**config.mk**
```make
export PLATFORM = sky130hd
export DESIGN_NAME = mul_seq_n_flat
export DESIGN_NICKNAME = d
export VERILOG_FILES = /design/src/rtl/mul_seq_n_if.sv /design/src/rtl/mul_seq_n.sv /design/src/flat_wrapper.sv
export SDC_FILE = /design/constraint.sdc
export NUM_CORES = 1
export LEC_CHECK = 0
export CELL_PAD_IN_SITES_DETAIL_PLACEMENT = 1
export CELL_PAD_IN_SITES_GLOBAL_PLACEMENT = 2
export CORE_MARGIN = 5
export CORE_UTILIZATION = 37
export CTS_BUF_LIST = sky130_fd_sc_hd__clkbuf_8
export CTS_CLUSTER_DIAMETER = 100
export DETAILED_ROUTE_END_ITERATION = 8
export GPL_TIMING_DRIVEN = 0
export HOLD_SLACK_MARGIN = 0.1
export PLACE_DENSITY = 0.9
export SETUP_SLACK_MARGIN = 0.4
export SYNTH_ARGS = -nofsm -noshare
export SYNTH_HDL_FRONTEND = slang
export SYNTH_SLANG_ARGS = --single-unit
```
**constraint.sdc**
```tcl
create_clock -name clk -period 2.34 [get_ports clk]
set_input_delay 0.468 -clock clk [delete_from_list [all_inputs] [get_ports clk]]
set_output_delay 0.468 -clock clk [all_outputs]
set_load 0.01 [all_outputs]
```
**src/rtl/mul_seq_n_if.sv**
```systemverilog
// mul_seq_n_if: start/busy/done handshake and operand/product bus of the sequential multiplier
interface mul_seq_n_if #(
  parameter int WIDTH = 4
);
  logic               start;
  logic [WIDTH-1:0]   a;
  logic [WIDTH-1:0]   b;
  logic               busy;
  logic               done;
  logic [2*WIDTH-1:0] y;
  modport master (output start, a, b, input busy, done, y);
  modport slave  (input start, a, b, output busy, done, y);
endinterface

```
**src/rtl/mul_seq_n.sv**
```systemverilog
// mul_seq_n: shift-add multiplier, one partial product per clock, WIDTH clocks per product; define SIGNED_MODE_EN for two's-complement operands
module mul_seq_n #(
  parameter int WIDTH = 4,
  parameter int CNT_W = $clog2(WIDTH + 1)
) (
  input logic         clk,
  input logic         rst_n,
  mul_seq_n_if.slave  bus
);
  typedef enum logic {IDLE, CALC} state_t;
  state_t             state, state_nx;
  logic [2*WIDTH-1:0] mcd, acc, acc_sum, y_fin, y_q;
  logic [WIDTH-1:0]   mlr, a_abs, b_abs;
  logic [CNT_W-1:0]   cnt;
  logic               done_q, last, take;
`ifdef SIGNED_MODE_EN
  logic               sgn;
  assign a_abs = bus.a[WIDTH-1] ? -bus.a : bus.a;
  assign b_abs = bus.b[WIDTH-1] ? -bus.b : bus.b;
  assign y_fin = sgn ? -acc_sum : acc_sum;
  // sign of the product, captured alongside the magnitudes
  always_ff @(posedge clk or negedge rst_n)
    if (!rst_n) sgn <= 1'b0;
    else if (take) sgn <= bus.a[WIDTH-1] ^ bus.b[WIDTH-1];
`else
  assign a_abs = bus.a;
  assign b_abs = bus.b;
  assign y_fin = acc_sum;
`endif
  assign bus.busy = state == CALC;
  assign bus.done = done_q;
  assign bus.y    = y_q;
  // state register
  always_ff @(posedge clk or negedge rst_n)
    if (!rst_n) state <= IDLE;
    else state <= state_nx;
  // next state, acceptance and the partial-product sum of the current iteration
  always_comb begin
    last     = cnt == CNT_W'(WIDTH - 1);
    take     = state == IDLE && bus.start;
    acc_sum  = acc + (mlr[0] ? mcd : '0);
    state_nx = state == IDLE ? (bus.start ? CALC : IDLE) : (last ? IDLE : CALC);
  end
  // operand capture, shift-add iteration and final product write
  always_ff @(posedge clk or negedge rst_n)
    if (!rst_n) begin
      mcd    <= '0;
      mlr    <= '0;
      acc    <= '0;
      cnt    <= '0;
      y_q    <= '0;
      done_q <= 1'b0;
    end else begin
      done_q <= state == CALC && last;
      if (take) begin
        mcd <= {{WIDTH{1'b0}}, a_abs};
        mlr <= b_abs;
        acc <= '0;
        cnt <= '0;
      end else if (state == CALC) begin
        acc <= acc_sum;
        mcd <= mcd << 1;
        mlr <= mlr >> 1;
        cnt <= cnt + CNT_W'(1);
        if (last) y_q <= y_fin;
      end
    end
endmodule
```
**src/flat_wrapper.sv**
```systemverilog
// flat-port wrapper written by rule: the top's interface ports become plain ports
module mul_seq_n_flat 
#(
  parameter int WIDTH = 4,
  parameter int CNT_W = $clog2(WIDTH + 1)
)
  (clk, rst_n, bus_start, bus_a, bus_b, bus_busy, bus_done, bus_y);
  mul_seq_n_if #(.WIDTH(WIDTH)) bus_i ();
  input logic clk;
  input logic rst_n;
  input wire logic [$bits(bus_i.start)-1:0] bus_start;
  input wire logic [$bits(bus_i.a)-1:0] bus_a;
  input wire logic [$bits(bus_i.b)-1:0] bus_b;
  output wire logic [$bits(bus_i.busy)-1:0] bus_busy;
  output wire logic [$bits(bus_i.done)-1:0] bus_done;
  output wire logic [$bits(bus_i.y)-1:0] bus_y;
  assign bus_i.start = bus_start;
  assign bus_i.a = bus_a;
  assign bus_i.b = bus_b;
  assign bus_busy = bus_i.busy;
  assign bus_done = bus_i.done;
  assign bus_y = bus_i.y;
  mul_seq_n #(.WIDTH(WIDTH), .CNT_W(CNT_W)) u_core (.clk(clk), .rst_n(rst_n), .bus(bus_i));
endmodule
```
==> results of run 1 <==
-- logic make-up after synthesis --
group | count (synthesis)
AND/OR/NAND/NOR | 40
AO/OA/AOI/OAI | 39
buffers and inverters | 11
XOR/XNOR | 5
adder cells (fa/ha/maj) | 10
multiplexers | 13
flip-flops | 33
-- per-layer routing --
layer	wire length (um)	global-route usage, %	part of all wire (%)
met1	1670	17.7	45
met2	1860	23.8	50
met3	157	4.49	4.2
met4	43	3.67	1.2
met5	0	0	0
-- report_power, final --
part	switching, mW	internal (mW)	total, mW
Combinational	0.449	0.438	0.888
Sequential	0.150	0.789	0.939
Clock	0.207	0.202	0.408
-- state kept, by name (all words and copies together) (netlist names) --
signal / count
u_core.bus.y: 8
u_core.mcd: 8
u_core.acc: 8
u_core.bus.done: 1
u_core.bus.busy: 1
u_core.cnt: 3
u_core.mlr: 4
-- Yosys cell counts --
| cell type | number | share of area (%) |
|---|---|---|
| mux2_2 | 5 | 3.5 |
| xnor2_1 | 2 | 1.1 |
| o21ai_0 | 18 | 5.6 |
| nand2_1 | 20 | 4.6 |
| o21bai_1 | 1 | 0.46 |
| or3_1 | 2 | 0.77 |
| o211ai_1 | 1 | 0.46 |
| a211oi_1 | 1 | 0.46 |
| inv_1 | 5 | 1.2 |
| o31a_1 | 1 | 0.54 |
| a21o_1 | 1 | 0.46 |
| a22o_1 | 7 | 3.8 |
| o21a_1 | 3 | 1.4 |
| clkbuf_1 | 4 | 0.93 |
| xor2_1 | 3 | 1.6 |
| dfrtp_1 | 33 | 51 |
| clkinv_1 | 1 | 0.23 |
| and2_1 | 6 | 2.3 |
| buf_2 | 1 | 0.31 |
| nor3_1 | 1 | 0.31 |
| nor2b_4 | 1 | 0.85 |
| a21oi_1 | 4 | 1.2 |
| nor2_1 | 7 | 1.6 |
| o31ai_1 | 2 | 0.93 |
| fa_1 | 1 | 1.2 |
| ha_1 | 9 | 7.0 |
| nand2b_1 | 3 | 1.2 |
| mux2i_1 | 8 | 4.9 |
-- how the worst min path moves through the flow --
stage | from | to | slack [ns] | cells past startpoint
3_5_place_dp | u_core.mlr[2]$_DFFE_PN0P_ | u_core.mlr[1]$_DFFE_PN0P_ | 0.49 | 2
6_report | rst_n | u_core.bus.y[2]$_DFFE_PN0P_ | 0.25 | 1
3_3_place_gp | u_core.bus.y[2]$_DFFE_PN0P_ | u_core.bus.y[2]$_DFFE_PN0P_ | 0.46 | 2
5_1_grt | rst_n | u_core.bus.y[2]$_DFFE_PN0P_ | 0.32 | 1
4_1_cts | rst_n | u_core.cnt[2]$_DFFE_PN0P_ | 0.28 | 1
2_1_floorplan | rst_n | u_core.acc[0]$_DFFE_PN0P_ | 0.17 | 0
-- cell type report --
cell class                      count  area share, %
Clock buffer                        5           3.35
Sequential cell                    33           40.3
Inverter                            6           1.10
Tap cell                           52           3.17
Multi-Input combinational cell    107           39.9
Clock inverter                      3          0.670
Buffer                              5          0.974
Timing Repair Buffer               23           10.6
-- metrics by stage --
step,power [mW],cell area [um^2],utilization (%)
finish,2.24,2050,47.8
global route,2.43,2050,47.8
CTS,2.26,2050,47.7
detailed placement,1.78,1880,43.9
global placement,1.73,1890,44.0
floorplan,1.43,1620,-
-- cell usage in the layout (no fill, tap or decap), types with 4 or more instances in the layout --
master            n
clkbuf_1          4
clkbuf_8          5
a22o_1            7
ha_1              5
dfrtp_1          32
clkdlybuf4s50_1  19
ha_4              4
mux2i_1           8
and2_1            5
inv_1             5
nand2_1          20
o21ai_0          17
a21oi_1           4
mux2_2            5
nor2_1            7
-- timing repair --
action	4_1_cts	5_1_grt
gates resized for setup	8	2
setup buffers	3	0
setup endpoints to repair	8	6
pin swaps	4	2
==> metrics.yaml, run 1 <==
vias_per_cell: 5.15
hold_viol: 0
io_pins: 21
r2r_slack_ns: 0.29
cts_tree: "done"
rsz0062_at_grt: "yes"
synthCells: 151
place_inst: 223
clk_latency_ns: 0.28
pre_cts_ws_ns: 0.168
holdWs_ns: 0.253
antenna_found_initial: 0
final_max_slew_viol_count: 0
crit_arrival_ns: 2.21
crit_slowest_cell: "dfrtp_2"
ctsLongestPathBuffers: 2
synth-seq-cells: 33
hp-class: "input pin to async pin"
first_global_vias: 1346
setup_violations: 0
cp_max_fo: 5
vias: 1206
tightest_slew_ns: 0.754
hpwl_um: 2680
avgSynthCellArea_um2: 10.7
netlist_area_mm2: 0.00162
core_mm2: 0.00429
overflow: 0
fillers: 475
ant_nets: 0
fin_skew_ns: 0.00441
endpoint: "u_core.bus.y[6]$_DFFE_PN0P_"
num_rows: 24
die_w_um: 76.1
fin_crit_ns: 2.05
synthMuxAreaShare_pct: 8.43
synth_xor_area_share_pct: 2.71
synth-compound-area-share_pct: 15.3
drc_errors: 0
fin_nets: 202
grtUsageTotal_pct: 14.2
tns_ns: 0
synth_nets: 172
end_kind: "flop"
start_util_pct: 37.7
hold_buffers: 0
timing.final.crit_share_pct: 87.8
seq_area_um2: 827
yosysSeqAreaShare_pct: 51.0
antennaDiodeCount: 0
cts_sinks: 33
synth_top_family_by_area: "compound AO/OA/AOI/OAI gates"
startpoint: "u_core.mlr[0]$_DFFE_PN0P_"
cp.depth: 9
h-tree-depth: 2
reg2reg_from: "u_core.mlr[0]$_DFFE_PN0P_"
cellPowerDensity_mw_per_mm2: 1090
status: "finished clean"
cap_violations: 0
layout-drive-gt1-share_pct: 15.9
path_clk_slew_ns: 0.07
synthSimpleGateAreaFrac_pct: 11.7
die_area_mm2: 0.00580
drt_wl_total_um: 3730
start_kind: "flop"
multi_input_area_um2: 820
fmax_mhz: 487
fp.dieH_um: 76.1
max_stage_delay_ns: 0.43
leakage_nw: 0.919
path_class: "flop to flop"
ir_worst_vdd_mv: 0.377
cts_buffers: 5
area_delta_synth_final_pct: 27.0
cp.required_ns: 2.50
max-slew-margin-rel_pct: 49.7
gp_congestion: 0.882
cp_top_family: "compound AO/OA/AOI/OAI gates"
grt_start_max_net_pins: 34
critPathBufInv: 1
setup_ws_ns: 0.285
r2r_cells: 9
dr.first_iter.drc_count: 40
layout.cells.non_filler: 234
cts-root-buf: "clkbuf_8"
r2r-end: "u_core.bus.y[6]$_DFFE_PN0P_"
ys.warnings.count: 0
first_pass_iters: 2
wl_per_cell_um: 15.9
synth_cell_type_count: 28
port_buffers: 20
grt_pass1_wl_um: 6690
cp_cell_sequence: "and2_4, ha_4, inv_2, fa_2, nor2b_4, o31a_1, o21a_1, nor3_1, o31ai_2"
synth_fa_ha_area_share_pct: 8.20
Note: power is estimated with default switching activity, not from simulation.
==> inputs of run 2 (changes only) <==
--- a/config.mk
+++ b/config.mk
@@ -5,6 +5,7 @@
 export SDC_FILE = /design/constraint.sdc
 export NUM_CORES = 1
 export LEC_CHECK = 0
+export CAP_MARGIN = 10
 export CELL_PAD_IN_SITES_DETAIL_PLACEMENT = 1
 export CELL_PAD_IN_SITES_GLOBAL_PLACEMENT = 2
 export CORE_MARGIN = 5
==> results of run 2 <==
Same layout as run 1: the final DEF is identical, and so are final timing and power.
==> variant (settings of run 2) <==
Add a define of `SIGNED_MODE_EN`.
--- a/src/rtl/mul_seq_n.sv
+++ b/src/rtl/mul_seq_n.sv
@@ -1,4 +1,6 @@
 // mul_seq_n: shift-add multiplier, one partial product per clock, WIDTH clocks per product; define SIGNED_MODE_EN for two's-complement operands
+`define SIGNED_MODE_EN
+
 module mul_seq_n #(
   parameter int WIDTH = 4,
   parameter int CNT_W = $clog2(WIDTH + 1)
Behaviour: not the same (Yosys sat finds a counterexample within 10 cycles, from zero or initial values and one cycle with rst_n low).
==> variant against run 2 <==
The flow now finishes with violations (negative setup slack). Sequential cell count grew 1. Area after synthesis up 24%. Global-route usage rose by 2.1 points. Wire length grew 52%. Utilization grew 6.1 points. Final area up 36%. Worst setup slack got worse by 0.60 ns. Largest cell class is now multi-input gates. Highest routed layer unchanged.
Power is not compared: it rests on default switching activity, and its combinational part moved more than twofold at a synthesized area within 25%.
==> variant: results (changes against run 2) <==
sta:
  setup_viol: 6  # was 0
  fin_ws_ns: -0.316  # was 0.285 ns
  holdWs_ns: 0.245  # was 0.253 ns
  worst_slew_pin_slew_ns: 0.775  # was 0.754 ns
outcome:
  outcome: "finished with violations"  # was completed
  violations: "negative setup slack"
critical_path:
  worstPathMaxFanout: 3  # was 5
  setup.worst_path.end: "u_core.bus.y[7]"  # was u_core.bus.y[6]
  arrival_ns: 2.83  # was 2.21 ns
  cp_slowest_stage_delay_ns: 0.45  # was 0.43 ns
  timing.rr.end: "u_core.bus.y[7]"  # was u_core.bus.y[6]
logic_synthesis:
  synth_cell_types: 38  # was 28
  synth_xor_area_share_pct: 4.38  # was 2.71%
  synth-compound-area-share_pct: 18.6  # was 15.3%
  syn_avg_cell_area_um2: 9.21  # was 10.7 um^2
  synthAdderAreaFrac_pct: 8.51  # was 8.20%
  synthMuxAreaShare_pct: 2.50  # was 8.43%
placed_design:
  port_buffers: 19  # was 20
  placed_area_um2: 2280  # was 1880 um^2
  hpwl_um: 3530  # was 2680 um
  place_inst: 306  # was 223
  place_ws_ns: -0.419  # was 0.168 ns
global_route:
  track_usage_pct: 16.3  # was 14.2%
  grt_max_degree: 35  # was 34
  grt_pass1_wl_um: 9170  # was 6690 um
layout:
  drive_above_1_share_pct: 26.9  # was 15.9%
detailed_routing:
  drtIter0Drc: 58  # was 40
  drtPass1Iterations: 4  # was 2
==> variant: cell count changes after synthesis, sizes merged, moves of 5 or more <==
cell	change
mux2	-5
inv	+10
nand2	+13
a21oi	+7
nor2	+10
o21ai	+8
==> variant: timing repair <==
item                       CTS  global route
hold buffers                 0             0
buffers inserted            14             6
gates resized for setup     37            18
setup endpoints to repair   11            12
pin swaps                   13             9
==> variant: per-layer routing <==
layer	vias up	part of all wire [%]	global-route usage, %
met5	-	0	0
met4	0	2.1	5.70
met2	38	50	28.6
met3	11	3.6	3.36
li1	839	-	-
met1	848	44	19.8
==> variant: cell type report <==
| cell class | instances | area [um^2] |
|---|---|---|
| fill | 602 | 2380 |
| multi-input combinational | 161 | 1310 |
| sequential | 34 | 852 |
| timing repair buffer | 39 | 354 |
| tap | 70 | 87.6 |
| clock buffer | 6 | 82.6 |
| inverter | 15 | 56.3 |
| buffer | 7 | 41.3 |
| clock inverter | 2 | 8.76 |
